$ cat config.mk
export PLATFORM = sky130hd
export DESIGN_NAME = uart_frame_ctrl
export DESIGN_NICKNAME = d
export VERILOG_FILES = /design/src/rtl/uart_frame_ctrl.sv
export SDC_FILE = /design/constraint.sdc
export NUM_CORES = 1
export LEC_CHECK = 0
export BUFFER_PORTS_ARGS = -buffer_cell sky130_fd_sc_hd__buf_2
export CORE_MARGIN = 2
export CORE_UTILIZATION = 50
export DETAILED_ROUTE_END_ITERATION = 10
export PLACE_DENSITY = 0.73
export SYNTH_ARGS = -nofsm -noshare
export SYNTH_HDL_FRONTEND = slang
export SYNTH_SLANG_ARGS = --single-unit
$ cat constraint.sdc
create_clock -name clk -period 2.51 [get_ports clk]
set_input_delay 0.1255 -clock clk [delete_from_list [all_inputs] [get_ports clk]]
set_output_delay 0.1255 -clock clk [all_outputs]
set_load 0.03 [all_outputs]
$ cat src/rtl/uart_frame_ctrl.sv
// uart_frame_ctrl: frame-level controller behind a UART byte receiver.
// Hunts for a two-byte header (HDR0, HDR1), collects an address and a data
// byte and issues one single-cycle register-write strobe per good frame.
// Inter-byte silence inside a frame longer than TIMEOUT_CLKS clocks aborts
// the frame with a frame_err pulse.
// Optional feature: define UART_FRAME_CHECKSUM_EN to append a checksum byte
// (addr + data, 8-bit wrap) to every frame; a bad checksum pulses frame_err.
//
// Handshake: rx_done is a one-cycle strobe qualifying rx_data; there is no
// back-pressure, every strobe is consumed in the cycle it arrives. wr_en is a
// one-cycle strobe; wr_addr/wr_data are valid with it and held until the next
// commit. frame_err is a one-cycle pulse and never coincides with wr_en.
module uart_frame_ctrl #(
  parameter logic [7:0]  HDR0         = 8'h55,
  parameter logic [7:0]  HDR1         = 8'hA5,
  parameter int unsigned TIMEOUT_CLKS = 8680
) (
  input  logic       clk,
  input  logic       reset,
  input  logic [7:0] rx_data,
  input  logic       rx_done,
  output logic       wr_en,
  output logic [7:0] wr_addr,
  output logic [7:0] wr_data,
  output logic       frame_err,
  output logic       busy,
  output logic [7:0] frame_cnt
);

  localparam int unsigned   TW     = $clog2(TIMEOUT_CLKS);
  localparam logic [TW-1:0] T_LAST = TW'(TIMEOUT_CLKS - 1);

  typedef enum logic [2:0] {
    IDLE,
    GOT_H0,
    GOT_H1,
    GOT_ADDR
`ifdef UART_FRAME_CHECKSUM_EN
    , GOT_DATA
`endif
  } state_t;

  // Current state is a plain named register so checkers can bind to it.
  state_t        state;
  state_t        state_next;
  logic [7:0]    addr_q;
  logic [TW-1:0] tcnt;
  logic          commit;
  logic          chk_err;
  logic          timeout_hit;
  logic [7:0]    commit_data;

`ifdef UART_FRAME_CHECKSUM_EN
  logic [7:0]    data_q;
  logic [7:0]    chk_sum;
  assign chk_sum = addr_q + data_q;
`endif

  // Next-state and commit/error decode; a byte always beats a timeout.
  always_comb begin
    state_next  = state;
    commit      = 1'b0;
    chk_err     = 1'b0;
    timeout_hit = 1'b0;
    commit_data = rx_data;
    if (rx_done) begin
      case (state)
        IDLE: begin
          if (rx_data == HDR0) state_next = GOT_H0;
        end
        GOT_H0: begin
          if (rx_data == HDR1)      state_next = GOT_H1;
          else if (rx_data == HDR0) state_next = GOT_H0;
          else                      state_next = IDLE;
        end
        GOT_H1: begin
          state_next = GOT_ADDR;
        end
        GOT_ADDR: begin
`ifdef UART_FRAME_CHECKSUM_EN
          state_next = GOT_DATA;
`else
          commit      = 1'b1;
          commit_data = rx_data;
          state_next  = IDLE;
`endif
        end
`ifdef UART_FRAME_CHECKSUM_EN
        GOT_DATA: begin
          commit_data = data_q;
          if (rx_data == chk_sum) commit  = 1'b1;
          else                    chk_err = 1'b1;
          state_next = IDLE;
        end
`endif
        default: state_next = IDLE;
      endcase
    end else if (state != IDLE && tcnt == T_LAST) begin
      timeout_hit = 1'b1;
      state_next  = IDLE;
    end
  end

  // State register, frame byte capture, output strobes and good-frame count.
  always_ff @(posedge clk) begin
    if (reset) begin
      state     <= IDLE;
      addr_q    <= '0;
      wr_en     <= 1'b0;
      frame_err <= 1'b0;
      busy      <= 1'b0;
      wr_addr   <= '0;
      wr_data   <= '0;
      frame_cnt <= '0;
`ifdef UART_FRAME_CHECKSUM_EN
      data_q    <= '0;
`endif
    end else begin
      state     <= state_next;
      busy      <= (state_next != IDLE);
      wr_en     <= commit;
      frame_err <= chk_err | timeout_hit;
      if (commit) begin
        wr_addr   <= addr_q;
        wr_data   <= commit_data;
        frame_cnt <= frame_cnt + 8'd1;
      end
      if (timeout_hit) begin
        addr_q <= '0;
`ifdef UART_FRAME_CHECKSUM_EN
        data_q <= '0;
`endif
      end else if (rx_done) begin
        if (state == GOT_H1) addr_q <= rx_data;
`ifdef UART_FRAME_CHECKSUM_EN
        if (state == GOT_ADDR) data_q <= rx_data;
`endif
      end
    end
  end

  // Inter-byte timeout counter: runs only while a frame is pending.
  always_ff @(posedge clk) begin
    if (reset) begin
      tcnt <= '0;
    end else if (rx_done || state == IDLE || timeout_hit) begin
      tcnt <= '0;
    end else begin
      tcnt <= tcnt + TW'(1);
    end
  end

endmodule

# After elaboration in Yosys (flattened, before gate mapping)
# Index checks and enable logic that the tools add are counted.
[op_classes] n_addsub=2 multipliers=0 n_div=0 magnitude_cmp=0 eq_ne=6 shifts=0 n_mux=10 bitwise_logic=0 n_reduce_logical=9
[ops] op="$add 14x1->14 const B" n=1
[ops] op="$eq 14x14->1 const B" n=1
[ops] op="$mux 3" n=3
[ops] op="$pmux 3 s3" n=1
[ops] op="$add 8x1->8 const B" n=1
[ops] op="$eq 8x7->1 const B" n=1
[ops] op="$eq 8x8->1 const B" n=1
[ops] op="$eq 3x2->1 const B" n=2
[ops] op="$reduce_bool 3->1" n=2
[ops] op="$mux 1" n=5
[ops] op="$reduce_or 2->1" n=2
[ops] op="$eq 3x1->1 const B" n=1
[ops] op="$logic_not 3->1" n=1
[ops] op="$logic_or 1x1->1" n=2
[ops] op="$mux 2" n=1
[ops] op="$reduce_and 2->1" n=1
[ops] op="$logic_and 1x1->1" n=1
[word_totals] register_bits=52 latchBits=0 ramBits=0 romBits=0 inputBits=11 word_cells=36 memories=0

# Longest topological paths before layout
# Gate-level depths: netlist of the first run.
[depth] depth_word=6 depth_mapped=6

# Least setup slack after synthesis of the first run
# No wires, ideal clock.
[synth_timing] path_kind="flip-flop to flip-flop" startpoint="register tcnt[0]" endpoint="register addr_q[0]" setup_time_ns=0.135 t_arrival_ns=1.587 required_ns=2.375 path_slack_ns=0.788 stages_incl_launch_ff=6 n_path_buf=0 synth_period_minus_slack_ns=1.722 cell_sequence="dfxtp_1 -> ha_1 -> nor4b_1 -> nand4b_1 -> o31ai_2 -> nor2_1"
[synth_between] elab_chain_len=5
[synth_lines] element="start, declared" line="47" source="logic [TW-1:0] tcnt;"
[synth_lines] element="start signal, assigned" line="149" source="tcnt <= tcnt + TW'(1);"
[synth_lines] element="$eq 14x14->1" line="98" source="end else if (state != IDLE && tcnt == T_LAST) begin"
[synth_lines] element="$logic_and 1x1->1" line="98"
[synth_lines] element="$mux 1" line="98"
[synth_lines] element="$mux 1" line="66" source="if (rx_done) begin"
[synth_lines] element="$reduce_or 2->1 (no line)"
[synth_lines] element="end signal, assigned" line="134" source="if (state == GOT_H1) addr_q <= rx_data;"
[synth_lines] element="end, declared" line="46" source="logic [7:0] addr_q;"
# Every way passes these cells.
# A chain may end at the register's enable or synchronous reset.

# Final worst setup path of the first run
[layout_timing] startpoint="register tcnt[0]" endpoint="register addr_q[5]"
# The elaborated chain is that of the path after synthesis.

==> results of run 1 <==
-- flip-flops by register name, indices dropped and copies added, names as in the netlist --
name,cells
addr_q,8
busy,1
frame_cnt,8
frame_err,1
state,3
tcnt,14
wr_addr,8
wr_data,8
wr_en,1
-- routing by layer --
layer  vias up  global-route usage [%]  part of all wire [%]  routed length (µm)
met4         0                   8.000                   1.6                  61
met2        30                   28.03                    45                1760
met5         -                       0                     0                   0
met3         6                   6.579                   5.2                 203
met1       763                   23.24                    48                1899
li1        863                       -                     -                   -
-- worst max-delay path, cell delays in order, from the launching register on --
cell	delay, ns
dfxtp_1	0.37
ha_1	0.24
nor4b_1	0.24
nand4b_1	0.31
o31ai_2	0.65
nor2_1	0.11
-- layout make-up --
type                       instances  area (µm²)  area share, %
multi-input combinational        165       962.2          39.44
tap                               50       62.56          2.564
clock buffer                       5       68.82          2.821
inverter                           4       15.01         0.6154
clock inverter                     3       90.09          3.692
sequential                        52        1041          42.67
timing repair buffer              39       200.2          8.205
-- report_power, final --
group / internal [mW] / total [mW] / leakage (nW) / switching (mW)
sequential: 0.824 / 0.824 / 0.419 / 0.0000734
combinational: 0.00922 / 0.0292 / 0.438 / 0.0200
clock: 0.498 / 0.772 / 0.0784 / 0.274
total: 1.33 / 1.63 / 0.934 / 0.294
-- path summary, 6_finish.rpt --
kind              depth (start not counted)                      end                    start  slack (ns)
hold reg to reg                           2  wr_data[7]$_SDFFE_PP0P_  wr_data[7]$_SDFFE_PP0P_        0.46
hold / removal                            3  wr_data[0]$_SDFFE_PP0P_               rx_data[0]        0.06
setup / recovery                          5   addr_q[5]$_SDFFE_PP0P_       tcnt[0]$_SDFF_PP0_        0.46
setup reg to reg                          5   addr_q[5]$_SDFFE_PP0P_       tcnt[0]$_SDFF_PP0_        0.46
-- per-stage QoR --
step | power (mW) | setup slack, ns
floorplan | 0.8567 | 0.7884
global placement | 0.8731 | 0.5211
detailed placement | 0.8730 | 0.4799
CTS | 1.639 | 0.4722
global route | 1.678 | 0.2524
finish | 1.626 | 0.4632
-- cells by family after synthesis --
group | count (synthesis) | share of synthesized area, %
XOR/XNOR | 15 | 6.356
adder cells (fa/ha/maj) | 2 | 1.210
flip-flops | 52 | 50.36
multiplexers | 8 | 3.874
buffers and inverters | 14 | 3.087
AND/OR/NAND/NOR | 107 | 25.36
AO/OA/AOI/OAI | 33 | 9.746
-- synthesized netlist by cell type, types with 2 or more instances --
library cell	instances	share of area [%]
nor3_1	5	1.2
or4bb_1	2	1.1
a32oi_1	2	0.85
nand4_1	7	2.1
xor2_1	11	4.7
ha_1	2	1.2
buf_1	2	0.36
xnor2_1	4	1.7
nand3_1	7	1.7
clkbuf_1	4	0.73
nand2_1	40	7.3
and4_1	3	1.3
o31ai_1	2	0.73
nor2_1	28	5.1
mux2i_1	8	3.9
nand4b_1	2	0.85
o21ai_0	4	0.97
dfxtp_1	52	50
buf_2	3	0.73
a21oi_1	22	5.3
and3_1	2	0.61
or3_1	3	0.91
inv_1	4	0.73
==> metrics.yaml, run 1 <==
viasPerCell: 5.226
grt_pass1_vias: 1424
rows: 23
vias: 1662
drt-pass1-iter-count: 4
critPathArrivalTime_ns: 2.22
h-tree-depth: 2
coreArea_um2: 4000
synth_cell_types: 35
postCtsHoldBufs: 0
critPathKind: "reg2reg"
slew_viol_final: 0
instances_no_fill: 318
hp-class: "in2reg"
n_antenna_cell: 0
fin_util_pct: 60.99
nets: 280
setup.worst_path.end_class: "flop"
synth-edff-count: 0
drt_iter0_drc: 58
cts_buffer_depth: 2
post_cts_buffers: 0
outcome: "finished, final reports clean"
wl_per_cell_um: 12.34
hold_violations: 0
die_x_um: 68.30
ir_drop_mv: 0.3217
gp_congestion: 0.8509
fillerInstances: 354
wl_um: 3924
fin_crit_sh_pct: 81.55
critPathRequiredTime_ns: 2.69
final_common_cell: "dfxtp_1"
grt_pass1_wl_um: 6320
port_buffers: 37
async_flop_share_pct: 0
drv_cap: 0
cts_sinks: 52
ant_nets: 0
finClkSkew_ns: 0.009593
holdWs_ns: 0.05844
final-setup-viol-count: 0
overflow: 0
die_h_um: 68.30
cts_tree: "done"
placed_area_um2: 2281
grt_start_max_net_pins: 32
synthCells: 231
max_freq_ghz: 0.4886
cp-start-kind: "flop"
ys_seq_elements: 52
antenna_found_initial: 0
path_clk_slew_ns: 0.10
drive_gt1_share_pct: 18.66
ys.warnings.count: 0
die_area_um2: 4664
final_cell_mix: "dfxtp_1 (52), nand2_1 (40), buf_2 (37)"
design_area_um2: 2440
synth_ff_type: "dfxtp_1"
numCtsBuffers: 5
synth_seq_area_share_pct: 50.36
io_pins: 38
p_leak_nw: 0.9344
worst_pin_slew_ns: 0.6345
critPathMaxFanout: 8
start_util_pct: 51.67
area_growth_pct: 18.04
period_minus_slack_ns: 2.047
slew_headroom_pct: 57.45
insertion_delay_ns: 0.32
place_hpwl_um: 2755
cts-resized-gates: 0
cts-root-buf: "clkbuf_8"
synth_area_um2: 2067
tns_ns: 0
drc: 0
track_usage_pct: 18.35
syn_nets: 244
powerDensity_nw_per_um2: 666.4
rsz0062_at_grt: "false"
placedCellCount: 310
avgSynthCellArea_um2: 8.948
(Power assumes the default switching activity.)
==> inputs of run 2 (changes only) <==
==> constraint.sdc (replaced) <==
create_clock -name clk -period 2.1 [get_ports clk]
set_input_delay 0.105 -clock clk [delete_from_list [all_inputs] [get_ports clk]]
set_output_delay 0.105 -clock clk [all_outputs]
set_load 0.03 [all_outputs]
==> run 2 against run 1 <==
Non-clock buffer count increased by 3. Via count increased by 0.96%. First-iteration DRC count increased by 14%. Clock power decreased by 23%. Utilization decreased by 0.94 points. Final area decreased by 1.5%. Highest routed layer unchanged.
==> metrics.yaml, run 2 (same netlist as run 1, synthesis figures left out) <==
critPathRequiredTime_ns: 2.30  # -0.39 ns
n_antenna_cell: 0  # unchanged
min_from: "rx_data[2]"
p_seq_share_pct: 60.9  # +10 points
critPathMaxFanout: 8  # unchanged
drv_cap: 0  # unchanged
cts-root-buf: "clkbuf_8"
track_usage_pct: 18.60  # +0.25 points
start_util_pct: 51.67  # unchanged
postCtsHoldBufs: 0  # unchanged
hold_end: "wr_data[2]$_SDFFE_PP0P_"
ant_nets: 0  # unchanged
ir_drop_mv: 0.4264  # +33%
p_switching_mw: 0.3273  # +11%
overflow: 0  # unchanged
insertion_delay_ns: 0.30  # -0.02 ns
h-tree-depth: 2  # unchanged
hp-class: "in2reg"
post_cts_buffers: 0  # unchanged
clkPwrFrac_pct: 36.9  # -11 points
drive_gt1_share_pct: 19.63  # +0.97 points
swShare_pct: 20.23  # +2.1 points
top_register: "tcnt"
critPathTopFamily: "simple AND/OR/NAND/NOR gates"
critPathArrivalTime_ns: 2.08  # -0.14 ns
period_minus_slack_ns: 1.879  # -0.1674 ns
slew_viol_final: 0  # unchanged
vias: 1678  # +0.96%
max_stage_delay_ns: 0.37  # -0.28 ns
rsz0062_at_grt: "false"
path_cells: "ha_1, nor4b_1, nand4b_1, o31ai_2, buf_4, nor2_1"
io_pins: 38  # unchanged
coreArea_um2: 4000  # unchanged
grt_pass1_vias: 1456  # +2.2%
cp-start-kind: "flop"
area_growth_pct: 16.22
outcome: "finished, final reports clean"
drt-pass1-iter-count: 4  # unchanged
r2r_setup_slack_ns: 0.22  # -0.24 ns
die_area_um2: 4664  # unchanged
grt_start_max_net_pins: 32  # unchanged
p_int_mw: 1.291  # -3.0%
die_x_um: 68.30  # unchanged
grt_pass1_wl_um: 6492  # +2.7%
worst_pin_slew_ns: 0.5461  # -0.08840 ns
crit_buf_inv: 1  # +1
finClkSkew_ns: 0.007714  # -0.001879 ns
port_buffers: 37  # unchanged
critPathKind: "reg2reg"
final_common_cell: "dfxtp_1"
drc: 0  # unchanged
max_freq_ghz: 0.5321  # +8.9%
setup_ws_ns: 0.2206  # -0.2426 ns
fillerInstances: 366  # +3.4%
slew_headroom_pct: 63.60  # +6.1 points
cts_sinks: 52  # unchanged
nets: 283  # +1.1%
drt_iter0_drc: 66  # +14%
reg2reg_depth: 6  # +1
cts_tree: "done"
powerDensity_nw_per_um2: 673.6  # +1.1%
cts-resized-gates: 0  # unchanged
final-setup-viol-count: 0  # unchanged
fin_crit_sh_pct: 89.49  # +7.9 points
final_cell_mix: "dfxtp_1 (52), nand2_1 (39), buf_2 (37)"
place_hpwl_um: 2742  # -0.49%
slowest_stage: "dfxtp_1"
wl_um: 3979  # +1.4%
numCtsBuffers: 5  # unchanged
die_h_um: 68.30  # unchanged
path_clk_slew_ns: 0.09  # about the same
p_leak_nw: 0.9225  # -1.3%
cts_buffer_depth: 2  # unchanged
pre_cts_ws_ns: 0.2445  # -0.2354 ns
gp_congestion: 0.8158  # -4.1%
r2r-start: "tcnt[0]$_SDFF_PP0_"
wl_per_cell_um: 12.43  # +0.77%
tns_ns: 0  # unchanged
holdPathStages: 3  # unchanged
rows: 23  # unchanged
p_total_mw: 1.618  # -0.47%
viasPerCell: 5.244  # +0.33%
setup.worst_path.end_class: "flop"
largest_reg_flops: 14  # unchanged
antenna_found_initial: 0  # unchanged
hold_violations: 0  # unchanged
p_comb_share_pct: 2.3  # +0.5 points
reg2reg_to: "addr_q[6]$_SDFFE_PP0P_"
## run 2: cell count changes in the layout (fill, tap and decap cells not counted), sizes merged
cell / before / now
clkbuf: 5 / 7
buf: 39 / 42
bufinv: 3 / 0
## run 2: power by group through the flow
| stage | logic (mW) | registers, mW | clock network, mW |
|---|---|---|---|
| after floorplan | 0.0156 | 1.01 | 0 |
| after global placement | 0.0366 | 1.01 | 0 |
| after detailed placement | 0.0373 | 1.01 | 0 |
| after CTS | 0.0376 | 0.985 | 0.611 |
| after global routing | 0.0411 | 0.985 | 0.645 |
| final | 0.0368 | 0.985 | 0.596 |
## run 2: how the worst max path moves through the flow
stage | slack (ns) | cells after the start | endpoint | startpoint
detailed placement | 0.24 | 5 | tcnt[2]$_SDFF_PP0_ | tcnt[0]$_SDFF_PP0_
global route | 0.02 | 6 | addr_q[6]$_SDFFE_PP0P_ | tcnt[0]$_SDFF_PP0_
finish | 0.22 | 6 | addr_q[6]$_SDFFE_PP0P_ | tcnt[0]$_SDFF_PP0_
floorplan | 0.38 | 5 | addr_q[0]$_SDFFE_PP0P_ | tcnt[0]$_SDFF_PP0_
CTS | 0.23 | 5 | tcnt[10]$_SDFF_PP0_ | tcnt[0]$_SDFF_PP0_
global placement | 0.33 | 6 | addr_q[2]$_SDFFE_PP0P_ | tcnt[0]$_SDFF_PP0_
## run 2: layer usage
| metal | global-route usage, % | wire length, µm | part of all wire [%] | vias to the layer above |
|---|---|---|---|---|
| met5 | 0 | 0 | 0 | - |
| met1 | 23.79 | 1950 | 49 | 758 |
| met2 | 28.52 | 1760 | 44 | 43 |
| met3 | 5.921 | 190 | 4.8 | 8 |
| met4 | 8.500 | 78 | 2.0 | 0 |
| li1 | - | - | - | 869 |
## run 2: final cells by class
type,count,area (µm²),share of cell area [%]
Tap cell,50,62.56,2.604
Sequential cell,52,1041,43.33
Timing Repair Buffer,42,222.7,9.271
Multi-Input combinational cell,165,964.7,40.16
Clock buffer,7,96.34,4.010
Inverter,4,15.01,0.6250
## run 2: per-stage QoR
| stage | area (µm²) | utilization [%] | hold WS, ns | instances |
|---|---|---|---|---|
| finish | 2402 | 60.06 | 0.05275 | 320 |
| global route | 2402 | 60.06 | 0.07006 | 320 |
| CTS | 2400 | 59.99 | 0.05071 | 320 |
| detailed placement | 2303 | 57.59 | 0.3801 | 313 |
| global placement | 2303 | 57.59 | 0.3718 | 313 |
| floorplan | 2067 | - | 0.2410 | 231 |
## run 2: tightest hold or removal path: cells and delay by family
family | cells | cell delay (ns)
buffers and inverters | 1 | 0.11
AND/OR/NAND/NOR | 1 | 0.05
AO/OA/AOI/OAI | 1 | 0.05
==> inputs of run 3 (changes only) <==
==> config.mk (replaced) <==
export PLATFORM = sky130hd
export DESIGN_NAME = uart_frame_ctrl
export DESIGN_NICKNAME = d
export VERILOG_FILES = /design/src/rtl/uart_frame_ctrl.sv
export SDC_FILE = /design/constraint.sdc
export NUM_CORES = 1
export LEC_CHECK = 0
export BUFFER_PORTS_ARGS = -buffer_cell sky130_fd_sc_hd__buf_4
export CORE_MARGIN = 2
export CORE_UTILIZATION = 50
export DETAILED_ROUTE_END_ITERATION = 10
export PLACE_DENSITY = 0.8
export SYNTH_ARGS = -nofsm -noshare
export SYNTH_HDL_FRONTEND = slang
export SYNTH_SLANG_ARGS = --single-unit
==> run 3 against run 2 <==
Global-route usage shrank 0.47 points. Combinational power up 17%. Maximum frequency up 2.0%. Via count down 0.18%. Die area unchanged. First-iteration DRC count up 29%. Sequential share of layout area is 1.3 points lower. Utilization rose by 1.9 points. Cell count is 0.63% lower. Critical endpoint is now tcnt[8]$_SDFF_PP0_. Largest cell class unchanged.
==> metrics.yaml, run 3 (same netlist as run 1, synthesis figures left out) <==
outcome: "finished, final reports clean"
largest_reg_flops: 14  # unchanged
wl_um: 3974  # -0.13%
reg2reg_depth: 5  # -1
post_cts_buffers: 0  # unchanged
gp_congestion: 0.8134  # -0.29%
fin_crit_sh_pct: 87.77  # -1.7 points
die_x_um: 68.30  # unchanged
finClkSkew_ns: 0.005340  # -0.002374 ns
die_h_um: 68.30  # unchanged
period_minus_slack_ns: 1.843  # -0.03630 ns
placed_area_um2: 2381  # +3.4%
cts-resized-gates: 0  # unchanged
critPathKind: "reg2reg"
hold_violations: 0  # unchanged
postCtsHoldBufs: 0  # unchanged
crit_path_start: "tcnt[0]$_SDFF_PP0_"
antenna_found_initial: 0  # unchanged
drc: 0  # unchanged
drt-pass1-iter-count: 4  # unchanged
final_cell_mix: "dfxtp_1 (52), nand2_1 (40), buf_4 (40)"
instances_no_fill: 318  # -0.63%
die_area_um2: 4664  # unchanged
worst_pin_slew_ns: 0.5729  # +0.02685 ns
track_usage_pct: 18.13  # -0.47 points
critPathArrivalTime_ns: 2.02  # -0.06 ns
r2r-start: "tcnt[0]$_SDFF_PP0_"
area_growth_pct: 19.85
design_area_um2: 2477  # +3.1%
drv_cap: 0  # unchanged
reg2reg_to: "tcnt[8]$_SDFF_PP0_"
wl_per_cell_um: 12.50  # +0.50%
io_pins: 38  # unchanged
top_register: "tcnt"
final-setup-viol-count: 0  # unchanged
start_util_pct: 51.67  # unchanged
grt_start_max_net_pins: 32  # unchanged
slew_viol_final: 0  # unchanged
ant_nets: 0  # unchanged
nets: 281  # -0.71%
cts-root-buf: "clkbuf_8"
viasPerCell: 5.267  # +0.45%
p_leak_nw: 0.9161  # -0.70%
drt_iter0_drc: 85  # +29%
holdWs_ns: 0.06374  # +0.01099 ns
grt_pass1_wl_um: 6368  # -1.9%
hp-class: "in2reg"
insertion_delay_ns: 0.30  # about the same
powerDensity_nw_per_um2: 654.2  # -2.9%
rsz0062_at_grt: "false"
max_freq_ghz: 0.5426  # +2.0%
cts_tree: "done"
r2r_setup_slack_ns: 0.26  # +0.04 ns
setup_ws_ns: 0.2569  # +0.03630 ns
rows: 23  # unchanged
place_hpwl_um: 2825  # +3.0%
setup.worst_path.end_class: "flop"
numCtsBuffers: 5  # unchanged
cts_sinks: 52  # unchanged
drive_gt1_share_pct: 18.66  # -0.97 points
h-tree-depth: 2  # unchanged
critPathRequiredTime_ns: 2.27  # -0.03 ns
ir_drop_mv: 0.3945  # -7.5%
port_buffers: 37  # unchanged
slew_headroom_pct: 61.68  # -1.9 points
placedCellCount: 311  # -0.64%
n_antenna_cell: 0  # unchanged
crit_end: "tcnt[8]$_SDFF_PP0_"
cp-start-kind: "flop"
cts_buffer_depth: 2  # unchanged
path_clk_slew_ns: 0.09  # about the same
vias: 1675  # -0.18%
tns_ns: 0  # unchanged
overflow: 0  # unchanged
coreArea_um2: 4000  # unchanged
pre_cts_ws_ns: 0.2632  # +0.01866 ns
final_common_cell: "dfxtp_1"
fin_util_pct: 61.93  # +1.9 points
critPathMaxFanout: 13  # +5
p_total_mw: 1.621  # +0.16%
grt_pass1_vias: 1483  # +1.9%
## run 3: cell count changes in the layout (fill, tap and decap cells not counted), sizes merged
cell  delta
buf      -2
## run 3: metal layers
layer  wire (µm)  GRT usage (%)  up-vias
li1            -              -      859
met1        1883          21.44      781
met4          61          8.000        0
met2        1897          30.95       29
met3         131          4.441        6
met5           0              0        -
## run 3: worst max-delay path: stages, from the launching register on
cell and delay (ns):
dfxtp_1 0.37, ha_1 0.24, nor4b_1 0.27, nand4b_1 0.31, nand2_1 0.43, nor2_1 0.10
## run 3: worst min path at each step
stage / startpoint / endpoint / slack (ns) / cells after the start
2_1_floorplan: rx_data[0] / wr_data[0]$_SDFFE_PP0P_ / 0.24 / 2
3_3_place_gp: rx_data[2] / addr_q[2]$_SDFFE_PP0P_ / 0.36 / 3
5_1_grt: rx_data[3] / wr_data[3]$_SDFFE_PP0P_ / 0.05 / 3
4_1_cts: rx_data[3] / wr_data[3]$_SDFFE_PP0P_ / 0.06 / 3
6_report: rx_data[3] / wr_data[3]$_SDFFE_PP0P_ / 0.06 / 3
3_5_place_dp: rx_data[3] / addr_q[3]$_SDFFE_PP0P_ / 0.37 / 3
## run 3: cell type report
class	count	area [µm²]
Fill cell	357	1523
Sequential cell	52	1041
Multi-Input combinational cell	165	962.2
Timing Repair Buffer	40	300.3
Clock buffer	7	96.34
Tap cell	50	62.56
Inverter	4	15.01
## run 3: report_power, final
group / internal [mW] / switching, mW
registers: 0.985 / 0.0000877
clock network: 0.294 / 0.299
logic: 0.0177 / 0.0252
